[config.mk]
export PLATFORM = sky130hd
export DESIGN_NAME = sc_io_ports_flat
export DESIGN_NICKNAME = d
export VERILOG_FILES = /design/src/rtl/sc_io_pkg.sv /design/src/rtl/sc_io_ports_if.sv /design/src/rtl/sc_io_sync.sv /design/src/rtl/sc_io_ports.sv /design/src/flat_wrapper.sv
export SDC_FILE = /design/constraint.sdc
export NUM_CORES = 1
export LEC_CHECK = 0
export CORE_MARGIN = 3
export CORE_UTILIZATION = 49
export DETAILED_ROUTE_END_ITERATION = 12
export GPL_TIMING_DRIVEN = 0
export PLACE_DENSITY = 0.79
export SLEW_MARGIN = 20
export SYNTH_ARGS = -nofsm -noshare
export SYNTH_HDL_FRONTEND = slang
export SYNTH_SLANG_ARGS = --single-unit
[constraint.sdc]
create_clock -name clock -period 2.7 [get_ports clock]
set_clock_uncertainty 0.2 [all_clocks]
set_input_delay 0.27 -clock clock [delete_from_list [all_inputs] [get_ports clock]]
set_output_delay 0.27 -clock clock [all_outputs]
set_load 0.1 [all_outputs]
[src/rtl/sc_io_pkg.sv]
// Shared constants and address-decode helper for the memory-mapped IO port block.
package sc_io_pkg;

  localparam int unsigned OFF_OUT0     = 0;
  localparam int unsigned OFF_IN0      = 8;
  localparam int unsigned OFF_STAT     = 16;
  localparam int unsigned OFF_MASK     = 17;
  localparam int unsigned IO_SPACE_BIT = 7;
  localparam int unsigned MAX_PORTS    = 8;

  // IO space is the 128-byte window 0x80..0xFF.
  function automatic logic is_io(input logic [31:0] addr);
    return (addr[31:IO_SPACE_BIT+1] == '0) && addr[IO_SPACE_BIT];
  endfunction

endpackage

[src/rtl/sc_io_ports_if.sv]
// CPU-side load/store bus between the core and the IO port block.
interface sc_io_ports_if #(
  parameter int unsigned DW = 32
);
  logic [31:0]   addr;
  logic [DW-1:0] wdata;
  logic          we;
  logic          io_sel;
  logic [DW-1:0] rdata;

  modport master (output addr, output wdata, output we, input io_sel, input rdata);
  modport slave  (input addr, input wdata, input we, output io_sel, output rdata);
endinterface

[src/rtl/sc_io_sync.sv]
// Two-flop synchroniser for one input channel plus a change pulse on the synchronised value.
module sc_io_sync #(
  parameter int unsigned DW = 32
) (
  input  logic          clock,
  input  logic          resetn,
  input  logic [DW-1:0] d_i,
  output logic [DW-1:0] q_o,
  output logic          change_o
);
  logic [DW-1:0] meta_q, sync_q, prev_q;
  logic [2:0]    valid_q;

  always_ff @(posedge clock) begin
    if (!resetn) begin
      meta_q  <= '0;
      sync_q  <= '0;
      prev_q  <= '0;
      valid_q <= '0;
    end else begin
      meta_q  <= d_i;
      sync_q  <= meta_q;
      prev_q  <= sync_q;
      valid_q <= {valid_q[1:0], 1'b1};
    end
  end

  // Suppress the pulse until prev_q holds a genuine post-reset sample.
  assign q_o      = sync_q;
  assign change_o = valid_q[2] && (sync_q != prev_q);

endmodule

[src/rtl/sc_io_ports.sv]
// Memory-mapped output registers, synchronised input ports, sticky change flags and interrupt.
module sc_io_ports #(
  parameter int unsigned N_OUT = 3,
  parameter int unsigned N_IN  = 2,
  parameter int unsigned DW    = 32
) (
  input  logic                  clock,
  input  logic                  resetn,
  sc_io_ports_if.slave          bus,
  output logic [N_OUT*DW-1:0]   out_port,
  input  logic [N_IN*DW-1:0]    in_port,
  output logic                  irq
);
  import sc_io_pkg::*;

  logic [31:0]                off;
  logic                       wr;
  logic [DW-1:0]              rd;
  logic [N_OUT-1:0][DW-1:0]   out_q, out_d;
  logic [N_IN-1:0][DW-1:0]    in_sync;
  logic [N_IN-1:0]            chg;
  logic [N_IN-1:0]            stat_q, stat_d;
  logic [N_IN-1:0]            mask_q, mask_d;
  logic                       irq_q;
  logic                       unused_addr;

  assign bus.io_sel  = is_io(bus.addr);
  assign off         = {27'd0, bus.addr[6:2]};
  assign wr          = bus.we & bus.io_sel;
  assign unused_addr = ^bus.addr[1:0];

  for (genvar k = 0; k < N_IN; k++) begin : g_sync
    sc_io_sync #(
      .DW(DW)
    ) u_sync (
      .clock    (clock),
      .resetn   (resetn),
      .d_i      (in_port[k*DW +: DW]),
      .q_o      (in_sync[k]),
      .change_o (chg[k])
    );
  end

  always_comb begin
    out_d = out_q;
    for (int unsigned k = 0; k < N_OUT; k++) begin
      if (wr && off == OFF_OUT0 + k) out_d[k] = bus.wdata;
    end

    stat_d = stat_q;
    if (wr && off == OFF_STAT) stat_d = stat_q & ~bus.wdata[N_IN-1:0];
    // A fresh change overrides a same-cycle clear.
    stat_d = stat_d | chg;

    mask_d = mask_q;
    if (wr && off == OFF_MASK) mask_d = bus.wdata[N_IN-1:0];
  end

  always_comb begin
    rd = '0;
    if (bus.io_sel) begin
      for (int unsigned k = 0; k < N_OUT; k++) begin
        if (off == OFF_OUT0 + k) rd = out_q[k];
      end
      for (int unsigned k = 0; k < N_IN; k++) begin
        if (off == OFF_IN0 + k) rd = in_sync[k];
      end
      if (off == OFF_STAT) rd[N_IN-1:0] = stat_q;
      if (off == OFF_MASK) rd[N_IN-1:0] = mask_q;
    end
  end

  always_ff @(posedge clock) begin
    if (!resetn) begin
      out_q  <= '0;
      stat_q <= '0;
      mask_q <= '0;
      irq_q  <= 1'b0;
    end else begin
      out_q  <= out_d;
      stat_q <= stat_d;
      mask_q <= mask_d;
      irq_q  <= |(stat_q & mask_q);
    end
  end

  assign bus.rdata = rd;
  assign out_port  = out_q;
  assign irq       = irq_q;

endmodule

[src/flat_wrapper.sv]
// flat-port wrapper written by rule: the top's interface ports become plain ports
module sc_io_ports_flat import sc_io_pkg::*;
#(
  parameter int unsigned N_OUT = 3,
  parameter int unsigned N_IN  = 2,
  parameter int unsigned DW    = 32
)
  (clock, resetn, out_port, in_port, irq, bus_addr, bus_wdata, bus_we, bus_io_sel, bus_rdata);
  sc_io_ports_if #(.DW(DW)) bus_i ();
  input  logic clock;
  input  logic resetn;
  output logic [N_OUT*DW-1:0] out_port;
  input  logic [N_IN*DW-1:0] in_port;
  output logic irq;
  input wire logic [$bits(bus_i.addr)-1:0] bus_addr;
  input wire logic [$bits(bus_i.wdata)-1:0] bus_wdata;
  input wire logic [$bits(bus_i.we)-1:0] bus_we;
  output wire logic [$bits(bus_i.io_sel)-1:0] bus_io_sel;
  output wire logic [$bits(bus_i.rdata)-1:0] bus_rdata;
  assign bus_i.addr = bus_addr;
  assign bus_i.wdata = bus_wdata;
  assign bus_i.we = bus_we;
  assign bus_io_sel = bus_i.io_sel;
  assign bus_rdata = bus_i.rdata;
  sc_io_ports #(.N_OUT(N_OUT), .N_IN(N_IN), .DW(DW)) u_core (.clock(clock), .resetn(resetn), .bus(bus_i), .out_port(out_port), .in_port(in_port), .irq(irq));
endmodule
==> impl_metrics.tcl <==
set metrics [dict create \
    period_minus_slack_ns 2.65 \
    grt_max_degree 16 \
    num_rows 54 \
    multi_input_comb_area_mm2 0.00499 \
    syn_area_mm2 0.0110 \
    finalNetCount 1471 \
    rr_startpoint "u_core.g_sync[1].u_sync.q_o[4]$_SDFF_PN0_" \
    slowest_stage "clkdlybuf4s50_1" \
    min_period_over_period_pct 98.0 \
    vias 8455 \
    start_util_pct 50.3 \
    coreArea_mm2 0.0220 \
    cts_tree "built" \
    fp.dieH_um 156 \
    cp_slowest_stage_delay_ns 0.58 \
    start_kind "input port" \
    mostFrequentLayoutCells "dfxtp_1, clkdlybuf4s50_1, and2_1" \
    crit_chain "clkdlybuf4s50_1, nor2_2, and3b_2, a221oi_1, a21oi_1, o21a_1, buf_4" \
    cts_sinks 296 \
    track_usage_pct 24.0 \
    path_class "input port to output port" \
    final_common_cell "dfxtp_1" \
    wl_um 30700 \
    worst_setup_path_end_kind "output port" \
    hpwl_um 23600 \
    antenna_found_initial 1 \
    synthTopCellsByArea "dfxtp_1, and2_1, mux2i_1" \
    cts_buffers 29 \
    setup_viol 0 \
    r2r_end "u_core.stat_q[1]$_SDFF_PN0_" \
    avgSynthCellArea_um2 10.5 \
    required_ns 2.23 \
    yosys_warnings 0 \
    final-seq-area_mm2 0.00593 \
    stdcell_count 1643 \
    hold_violations 0 \
    drv_cap 0 \
    cts_root_buf "clkbuf_16" \
    cp.arrival_ns 2.18 \
    drc 0 \
    drv_slew 0 \
    r2r_cells 5 \
    ios 261 \
    peakVddDrop_uv 422 \
    grt_pass1_wl_um 46100 \
    wl_per_cell_um 18.7 \
    holdPathEnd "u_core.mask_q[1]$_SDFFE_PN0P_" \
    h-tree-depth 1 \
    fp.dieArea_mm2 0.0244 \
    synth_top_cell_area_share_pct 53.7 \
    tns_ns 0 \
    synth_cell_type_count 37 \
    status "complete, no violations" \
    drt_iter0_drc 459 \
    ctsLongestPathBuffers 3 \
    utilization_pct 69.4 \
    die_w_um 156 \
    diodes 0 \
    gp_congestion 0.852 \
    syn_inst 1052 \
    total_power_mw 9.06 \
    worstPathMaxFanout 7 \
    slew_headroom_pct 29.8 \
    layout-drive-gt1-share_pct 14.2 \
    grt_overflow_total 0 \
    hold_depth 5 \
    dp_cells 1588 \
    area_growth_pct 38.0 \
    io_buffers 256 \
    p_per_area_mw_per_mm2 595 \
    ys_ff_latch 296 \
    hp-class "input port to flip-flop" \
    yosysSeqAreaShare_pct 53.7 \
    postRouteAntennaNets 0 \
    insertion_delay_ns 0.55 \
    p_leak_nw 6.16 \
    via_per_inst 5.15 \
    syn-num-nets 1183 \
    cts.reportedPaths.clkPinSlew_ns 0.07 \
    hold_start "bus_addr[2]" \
    yosys.area.top_type "dfxtp_1" \
    fill_cells 1672 \
    first_pass_iters 5 \
    worstMarginPinSlew_ns 1.05 \
    reg2reg_slack_ns 1.01 \
    grt_pass1_vias 8261 \
    fmax_mhz 378 \
]
[critical path: cells and delay by family]
family	cells	cell delay (ns)
buffers and inverters	2	0.82
AOI/OAI and AO/OA	3	0.71
and+or+nand+nor	2	0.37
[cell usage after synthesis]
| cell type | instances |
|---|---|
| dfxtp_1 | 296 |
| and2_1 | 194 |
| nand2_1 | 70 |
| mux2i_1 | 67 |
| nor2b_1 | 67 |
| xor2_1 | 64 |
| a22oi_1 | 61 |
| clkbuf_1 | 56 |
| a21boi_1 | 33 |
| a21oi_1 | 32 |
| mux2_2 | 32 |
| nor4_1 | 20 |
| buf_2 | 9 |
| nand4_1 | 6 |
| and3_1 | 5 |
| inv_1 | 5 |
| nor2_1 | 5 |
| nand3_1 | 4 |
| buf_8 | 3 |
| nor3_1 | 3 |
| and4_1 | 2 |
| buf_6 | 2 |
| o22ai_1 | 2 |
| a211oi_1 | 1 |
| a21o_1 | 1 |
| a221oi_1 | 1 |
| a222oi_1 | 1 |
| and3b_1 | 1 |
| nand3b_2 | 1 |
| nor3_4 | 1 |
| nor4_4 | 1 |
| nor4b_1 | 1 |
| nor4b_2 | 1 |
| o21a_1 | 1 |
| o21ai_0 | 1 |
| or2_0 | 1 |
| or3_1 | 1 |
[how the worst max path moves through the flow]
stage / depth (start not counted) / to / startpoint / slack (ns)
after floorplan: 6 / bus_rdata[10] / bus_addr[27] / -0.05
final: 7 / bus_rdata[1] / bus_addr[6] / 0.05
after CTS: 7 / bus_rdata[23] / bus_addr[15] / 0.0002
after detailed placement: 7 / bus_rdata[21] / bus_addr[15] / -1.51
after global placement: 7 / bus_rdata[21] / bus_addr[15] / -1.53
after global routing: 7 / bus_rdata[29] / bus_addr[18] / -0.02
[state kept, by name, summed over array words and instances (netlist names)]
name,flops
u_core.g_sync.u_sync.valid_q,3
u_core.stat_q,2
u_core.mask_q,2
u_core.g_sync.u_sync.q_o,64
u_core.irq,1
u_core.out_port,96
u_core.g_sync.u_sync.meta_q,64
u_core.g_sync.u_sync.prev_q,64
[cell families after synthesis]
| group | Yosys count | synth area share, % |
|---|---|---|
| buffers and inverters | 75 | 3.09 |
| flip-flops | 296 | 53.7 |
| AND/OR/NAND/NOR | 384 | 20.4 |
| XOR/XNOR | 64 | 5.08 |
| multiplexers | 99 | 9.34 |
| AO/OA/AOI/OAI | 134 | 8.38 |
[report_power, final]
part	total [mW]	internal [mW]	leakage, nW	switching (mW)
logic	0.533	0.311	3.26	0.222
registers	4.56	4.49	2.42	0.0690
clock network	3.97	2.33	0.476	1.64
[metal layers]
layer / up-vias / GRT usage (%) / routed length (um)
met1: 3974 / 29.8 / 12700
met5: - / 0 / 10
met4: 2 / 7.84 / 1030
met2: 325 / 42.0 / 14800
met3: 65 / 4.91 / 2220
li1: 4089 / - / -
[through the flow]
| step | setup WS, ns | hold WS, ns | area, um^2 |
|---|---|---|---|
| 5_1_grt | -0.0163 | 0.0815 | 15200 |
| 3_3_place_gp | -1.53 | 0.214 | 14100 |
| 2_1_floorplan | -0.0494 | 0.0977 | 11200 |
| 4_1_cts | 0.000183 | 0.0700 | 15100 |
| 6_report | 0.0535 | 0.0935 | 15200 |
| 3_5_place_dp | -1.51 | 0.218 | 14100 |
[timing repair]
action                                  CTS  global route
gates resized for setup                 253            26
hold endpoints to repair                  2             0
buffers inserted                          3             0
hold buffers                              2             0
endpoints found under the setup margin   33            62
pin swaps                                 3             1
[final cells by class]
cell class / instances / area share, %
well taps: 280 / 2.30
clock inverters: 7 / 0.493
plain buffers: 66 / 2.29
clock buffers: 47 / 5.80
inverters: 5 / 0.123
repair buffers: 261 / 17.4
multi-input cells: 681 / 32.7
flip-flops and latches: 296 / 38.9
(Power assumes the default switching activity.)
